## config.mk

```make
export PLATFORM = sky130hd
export DESIGN_NAME = pong_score_keeper
export DESIGN_NICKNAME = d
export VERILOG_FILES = /design/src/rtl/pong_score_keeper_pkg.sv /design/src/rtl/pong_score_keeper_bcd_digit.sv /design/src/rtl/pong_score_keeper.sv
export SDC_FILE = /design/constraint.sdc
export NUM_CORES = 1
export LEC_CHECK = 0
export CAP_MARGIN = 20
export CORE_UTILIZATION = 46
export CTS_CLUSTER_DIAMETER = 120
export DETAILED_ROUTE_END_ITERATION = 8
export PLACE_DENSITY = 0.65
export SYNTH_ARGS = -nofsm -noshare
export SYNTH_HDL_FRONTEND = slang
export SYNTH_SLANG_ARGS = --single-unit
```

## constraint.sdc

```tcl
create_clock -name Clock -period 3.6 [get_ports Clock]
set_input_delay 0.72 -clock Clock [delete_from_list [all_inputs] [get_ports Clock]]
set_output_delay 0.72 -clock Clock [all_outputs]
set_load 0.1 [all_outputs]
```

## src/rtl/pong_score_keeper_pkg.sv

```systemverilog
// rtl/pong_score_keeper_pkg.sv - shared BCD limit and lockout FSM encoding for the score keeper
package pong_score_keeper_pkg;

  localparam logic [3:0] BCD_MAX = 4'd9;

  typedef enum logic {
    ST_ARMED   = 1'b0,
    ST_LOCKOUT = 1'b1
  } state_e;

endpackage

```

## src/rtl/pong_score_keeper_bcd_digit.sv

```systemverilog
// rtl/pong_score_keeper_bcd_digit.sv - one BCD digit, 0..9, wrapping or saturating at 9
module bcd_digit
  import pong_score_keeper_pkg::*;
(
  input  logic       clk,
  input  logic       rst,
  input  logic       inc,
  input  logic       sat,
  output logic [3:0] q,
  output logic       carry
);

  logic [3:0] r_q;

  assign carry = inc && (r_q == BCD_MAX);
  assign q     = r_q;

  // Only 0..9 is ever loaded, so no illegal-code recovery is needed.
  always_ff @(posedge clk or posedge rst) begin
    if (rst) begin
      r_q <= 4'd0;
    end else if (inc) begin
      if (r_q == BCD_MAX) begin
        if (!sat) r_q <= 4'd0;
      end else begin
        r_q <= r_q + 4'd1;
      end
    end
  end

endmodule

```

## src/rtl/pong_score_keeper.sv

```systemverilog
// rtl/pong_score_keeper.sv - two-digit BCD score with hit lockout and post-score flash window
module pong_score_keeper
  import pong_score_keeper_pkg::*;
#(
  parameter int LOCKOUT_CYCLES = 1_000_000,
  parameter int FLASH_CYCLES   = 25_000_000,
  parameter bit WRAP           = 1'b1
) (
  input  logic       Clock,
  input  logic       pointresetShot1,
  input  logic       hit_pulse,
  output logic [3:0] digit_tens,
  output logic [3:0] digit_ones,
  output logic       score_changed,
  output logic       rollover,
  output logic       hit_dropped,
  output logic       flash
);

  localparam int LW = (LOCKOUT_CYCLES > 0) ? $clog2(LOCKOUT_CYCLES + 1) : 1;
  localparam int FW = (FLASH_CYCLES > 0) ? $clog2(FLASH_CYCLES + 1) : 1;
  localparam logic [LW-1:0] LOCK_LOAD  = LW'((LOCKOUT_CYCLES > 0) ? LOCKOUT_CYCLES - 1 : 0);
  localparam logic [FW-1:0] FLASH_LOAD = FW'((FLASH_CYCLES > 0) ? FLASH_CYCLES - 1 : 0);

  state_e          r_state, w_state_nxt;
  logic [LW-1:0]   r_lock_cnt, w_lock_nxt;
  logic [FW-1:0]   r_flash_cnt;
  logic            w_accept, w_drop, w_inc, w_at_max;
  logic            w_ones_carry, w_tens_carry;
  logic            r_changed, r_rollover, r_dropped, r_flash;

  always_ff @(posedge Clock or posedge pointresetShot1) begin
    if (pointresetShot1) begin
      r_state    <= ST_ARMED;
      r_lock_cnt <= '0;
    end else begin
      r_state    <= w_state_nxt;
      r_lock_cnt <= w_lock_nxt;
    end
  end

  // A hit seen on the last lockout cycle is still dropped.
  always_comb begin
    w_state_nxt = r_state;
    w_lock_nxt  = r_lock_cnt;
    w_accept    = 1'b0;
    w_drop      = 1'b0;
    case (r_state)
      ST_ARMED: begin
        if (hit_pulse) begin
          w_accept = 1'b1;
          if (LOCKOUT_CYCLES != 0) begin
            w_state_nxt = ST_LOCKOUT;
            w_lock_nxt  = LOCK_LOAD;
          end
        end
      end
      ST_LOCKOUT: begin
        w_drop = hit_pulse;
        if (r_lock_cnt != '0) w_lock_nxt = r_lock_cnt - LW'(1);
        else                  w_state_nxt = ST_ARMED;
      end
      default: w_state_nxt = ST_ARMED;
    endcase
  end

  // Saturating at 99 suppresses the ones digit too, otherwise 99 would become 90.
  assign w_at_max = (digit_ones == BCD_MAX) && (digit_tens == BCD_MAX);
  assign w_inc    = w_accept && !(!WRAP && w_at_max);

  bcd_digit u_ones (
    .clk   (Clock),
    .rst   (pointresetShot1),
    .inc   (w_inc),
    .sat   (1'b0),
    .q     (digit_ones),
    .carry (w_ones_carry)
  );

  bcd_digit u_tens (
    .clk   (Clock),
    .rst   (pointresetShot1),
    .inc   (w_ones_carry),
    .sat   (!WRAP),
    .q     (digit_tens),
    .carry (w_tens_carry)
  );

  always_ff @(posedge Clock or posedge pointresetShot1) begin
    if (pointresetShot1) begin
      r_changed   <= 1'b0;
      r_rollover  <= 1'b0;
      r_dropped   <= 1'b0;
      r_flash     <= 1'b0;
      r_flash_cnt <= '0;
    end else begin
      r_changed  <= w_inc;
      r_rollover <= w_tens_carry;
      r_dropped  <= w_drop;
      if (w_accept) begin
        r_flash_cnt <= FLASH_LOAD;
        r_flash     <= 1'b1;
      end else if (r_flash_cnt != '0) begin
        r_flash_cnt <= r_flash_cnt - FW'(1);
      end else begin
        r_flash <= 1'b0;
      end
    end
  end

  assign score_changed = r_changed;
  assign rollover      = r_rollover;
  assign hit_dropped   = r_dropped;
  assign flash         = r_flash;

endmodule

```

### After elaboration in Yosys (flattened, before gate mapping)

Cells that the tools add are included.

| storage, ports and cells | value |
|---|---|
| bits in registers | 58 |
| bits of input ports | 3 |
| output and inout port bits | 12 |
| logic and storage cells | 39 |

| operators by class | value |
|---|---|
| add/subtract/negate cells | 4 |
| equality and inequality tests | 5 |
| muxes and demuxes | 14 |
| bitwise operators | 1 |
| reduce and logical (&&, ||, !) cells | 6 |

Operators by type and width:

| kind | count |
|---|---|
| $mux 25 | 2 |
| $mux 20 | 2 |
| $pmux 20 s2 | 1 |
| $reduce_bool 25->1 | 1 |
| $sub 25x1->25 const B | 1 |
| $reduce_bool 20->1 | 1 |
| $sub 20x1->20 const B | 1 |
| $add 4x1->4 const B | 2 |
| $eq 4x4->1 const B | 2 |
| $mux 4 | 2 |
| $mux 1 | 6 |
| $ne 2x1->1 const B | 2 |
| $logic_and 1x1->1 | 2 |
| $ne 2x2->1 const B | 1 |
| $pmux 1 s2 | 1 |
| $reduce_and 2->1 | 1 |
| $reduce_bool 2->1 | 1 |
| $not 1->1 | 1 |

### Depth between registers and ports, before layout

| depth | value |
|---|---|
| depth after elaboration | 4 |
| gate-level depth with buffers | 8 |
| depth with buffers taken out | 7 |

### Cells and area by module

From an unflattened synthesis, not the netlist that was laid out.

| unflattened totals | value |
|---|---|
| cell total of the unflattened synthesis | 313 |
| area, all modules | 3000.4 µm² |

Modules (own cells, without submodules):

| module | times used | cells an instance | area an instance (µm²) | sequential area each (µm²) |
|---|---|---|---|---|
| pong_score_keeper | 1 | 269 | 2607.5 | 1251.2 |
| bcd_digit | 2 | 22 | 196.4 | 100.1 |

### Least setup slack after synthesis

OpenSTA, ideal clock, no wires.

| timing path | value |
|---|---|
| path kind | reg2reg |
| from | register r_flash_cnt[18] |
| to | register r_flash_cnt[13] |
| setup time | 0.124 ns |
| data arrival time | 2.248 ns |
| required time | 3.476 ns |
| path slack | 1.227 ns |
| stages on the path, launching flop included | 8 |
| buffers on the path | 2 |
| clock period less this slack | 2.373 ns |
| cells stage by stage | dfrtp_1 > or4_4 > or4_1 > buf_2 > or3_4 > buf_6 > a211oi_1 > nor2_1 |

| between the ends | value |
|---|---|
| cells in the longest elaborated chain, start to end | 2 |

Ends and longest elaborated chain:

| what | RTL line | text |
|---|---|---|
| from (decl) | pong_score_keeper.sv:27 | `logic [FW-1:0] r_flash_cnt;` |
| from (signal assigned) | pong_score_keeper.sv:104 | `r_flash_cnt <= r_flash_cnt - FW'(1);` |
| $reduce_bool 25->1 | pong_score_keeper.sv:103 | `end else if (r_flash_cnt != '0) begin` |
| $reduce_bool 2->1 (no source line) | n/a |  |

No other way between the ends.
A chain may end at the register's enable or synchronous reset.

### Worst setup path in the final report

| timing path | value |
|---|---|
| from | register u_ones.r_q[1] (netlist: u_ones.q[1]) |
| to | output port digit_ones[1] |

RTL lines:

| what | RTL line | text |
|---|---|---|
| from (decl) | pong_score_keeper_bcd_digit.sv:13 | `logic [3:0] r_q;` |
| from (signal assigned) | pong_score_keeper_bcd_digit.sv:26 | `r_q <= r_q + 4'd1;` |
| to (decl) | pong_score_keeper.sv:13 | `output logic [3:0] digit_ones,` |

No word-level cell between the ends.

==> flow_summary.ini <==
[finish]
fin_area_um2 = 3360
final_common_cell = dfrtp_1
layout_common_cells = dfrtp_1, nand2_1, o21ai_0
area_growth_pct = 12.8
seq_area_um2 = 1450
nets = 336
multiInputGateArea_um2 = 1440
drive_gt1_frac = 0.0898
finalNonFillerCells = 409
n_antenna_cell = 0
fill_cells = 558

[hold_path]
hp-class = reg2reg
hp-start = r_lock_cnt[6]$_DFFE_PP0P_

[die]
core_region_area_um2 = 6100
dieWidth_um = 82.5
io_pins = 15
dieArea_um2 = 6800
die_h_um = 82.5
start_util = 0.489
rows = 28

[power]
p_sw_frac = 0.253
p_sw_mw = 0.352
p_comb_frac = 0.063
p_leak_nw = 1.27
ir_drop_mv = 0.207
p_per_area_nw_per_um2 = 414
p_clk_frac = 0.412
p_int_mw = 1.04
p_total_mw = 1.39
p_seq_frac = 0.525

[critical_path]
path_delay_family = buffers and inverters
path_cells = clkdlybuf4s50_1
r2r_start = r_flash_cnt[18]$_DFFE_PP0P_
cp_slowest_cell = clkdlybuf4s50_1
required_ns = 2.88
startpoint_type = register
worstSetupPathType = reg2out
worst-path-buf-inv = 1
crit_arrival_ns = 1.94
crit_start = u_ones.q[1]$_DFFE_PP0P_
critPathMaxStageDelay_ns = 1.17
critPathCaptureType = output pin
crit_fanout = 7

[sta]
fin_ws_ns = 0.938
relSlewSlack = 0.350
fin_setup_tns_ns = 0
fmax_mhz = 376
finalHoldViolCount = 0
slew_violations = 0
skew_ns = 0.00624
fin_crit_ns = 2.66
rsz0062_at_grt = false
setup_viol = 0
tightestPinTransition_ns = 0.972
fin_crit_sh = 0.740

[grt]
grt_pass1_wl_um = 10100
grt_use_total = 0.198
overflow = 0
antenna_found_initial = 0
grt_max_degree = 59
grt_pass1_vias = 2164

[route]
routed_via_density = 5.70
antenna_left = 0
finalWirelength_um = 5950
drc = 0
wl_per_cell_um = 14.5
num_vias = 2332
drt_iter0_drc = 123
dr.pass1.iters = 4

[clock_network]
cts_made_buffers = 9
hold_buffers = 0
clk_pin_slew_ns = 0.06
cts-resized-gates = 0
clock_sinks = 58
clockBufferDepth = 2
cts_root_buf = clkbuf_8
htree_levels = 3
clkLatencyLatePin_ns = 0.34
post_cts_buffers = 0
cts_tree = done

[logic_synthesis]
yosysWarnings = 0
synth_ff_type = dfrtp_1
synth_nets = 321
synth_cell_types = 48
synth.ff_latch_count = 58
yosysSeqAreaShare = 0.487
syn_inst = 314
netlist_area_um2 = 2980
avgSynthCellArea_um2 = 9.49
synthArstFlopShare = 1.00
synth_edf_count = 0

[placed_design]
place_congestion = 0.875
dpl_cell_area_um2 = 3180
dp.cells = 393
dp_hpwl_um = 3970
place.port_buffers = 14
dpl_worst_slack_ns = 0.959

[status]
outcome = finished clean

[job]
maxCapViolations = 0
[per-layer routing]
layer / vias to the layer above / share of wire / GRT usage / wire (µm)
met5: - / 0 / 0 / 0
met4: 0 / 0.018 / 0.0931 / 108
met3: 10 / 0.023 / 0.0363 / 134
met2: 23 / 0.42 / 0.298 / 2500
met1: 1114 / 0.54 / 0.277 / 3210
li1: 1185 / - / - / -
[stage by stage]
step / utilization / hold slack [ns]
floorplan: - / 0.436
global placement: 0.521 / 0.459
detailed placement: 0.521 / 0.462
CTS: 0.552 / 0.470
global route: 0.552 / 0.510
finish: 0.552 / 0.462
[kinds of logic after synthesis]
| family | after synthesis | share of synthesized area |
|---|---|---|
| and+or+nand+nor | 149 | 0.280 |
| AOI/OAI and AO/OA | 63 | 0.129 |
| DFF | 58 | 0.487 |
| buffers and inverters | 22 | 0.0311 |
| xor gates and xnor gates | 13 | 0.0382 |
| muxes | 5 | 0.0172 |
| adders and majority gates | 4 | 0.0168 |
[path summary, 6_finish.rpt]
check,cells past startpoint,endpoint,slack (ns)
max,1,digit_ones[1],0.94
min,1,r_lock_cnt[6]$_DFFE_PP0P_,0.46
max reg2reg,5,r_flash_cnt[23]$_DFFE_PP0P_,0.95
min reg2reg,1,r_lock_cnt[6]$_DFFE_PP0P_,0.46
max in group asynchronous,3,r_lock_cnt[19]$_DFFE_PP0P_,2.19
min in group asynchronous,3,r_flash_cnt[13]$_DFFE_PP0P_,0.91
[worst reg2reg max path, stage by stage (launching register included)]
cell     delay, ns
dfrtp_1       0.43
or4_4         0.56
or4_1         0.54
nor3_2        0.70
o21ai_0       0.20
a21oi_1       0.15
[power by group through the flow]
stage	registers [mW]	clock network, mW	logic, mW
after global placement	0.741	0	0.0863
after detailed placement	0.743	0	0.0889
after floorplan	0.742	0	0.0624
after CTS	0.730	0.585	0.0893
after global routing	0.738	0.610	0.100
final	0.731	0.574	0.0873
[final cells by class]
class                           count  share of cell area
Clock inverter                      7              0.0179
Clock buffer                        9              0.0368
Inverter                            9              0.0100
Sequential cell                    58               0.432
Tap cell                           75              0.0279
Timing Repair Buffer               17              0.0484
Multi-Input combinational cell    234               0.427
[cell usage after synthesis, types with 4 or more instances]
cell,count,share of area
o211ai_1,4,0.010
nor2_1,21,0.026
nand2b_1,4,0.0084
nor4_1,9,0.019
nand3_1,8,0.013
nand2_1,29,0.037
clkbuf_1,10,0.013
mux2i_1,4,0.013
or4_1,9,0.023
and3_1,5,0.010
or3_1,11,0.023
o31ai_1,5,0.013
nand4_1,7,0.015
and4_1,4,0.012
xor2_1,9,0.026
inv_1,9,0.011
nor3_1,17,0.029
ha_1,4,0.017
xnor2_1,4,0.012
dfrtp_1,58,0.49
a211oi_1,7,0.018
o21ai_0,22,0.037
a21oi_1,15,0.025
[registers in the layout (all words and copies together), names as in the netlist]
register	count
score_changed	1
r_lock_cnt	20
r_flash_cnt	25
hit_dropped	1
flash	1
u_tens.q	4
r_state	1
rollover	1
u_ones.q	4
Note: power is estimated with default switching activity, not from simulation.
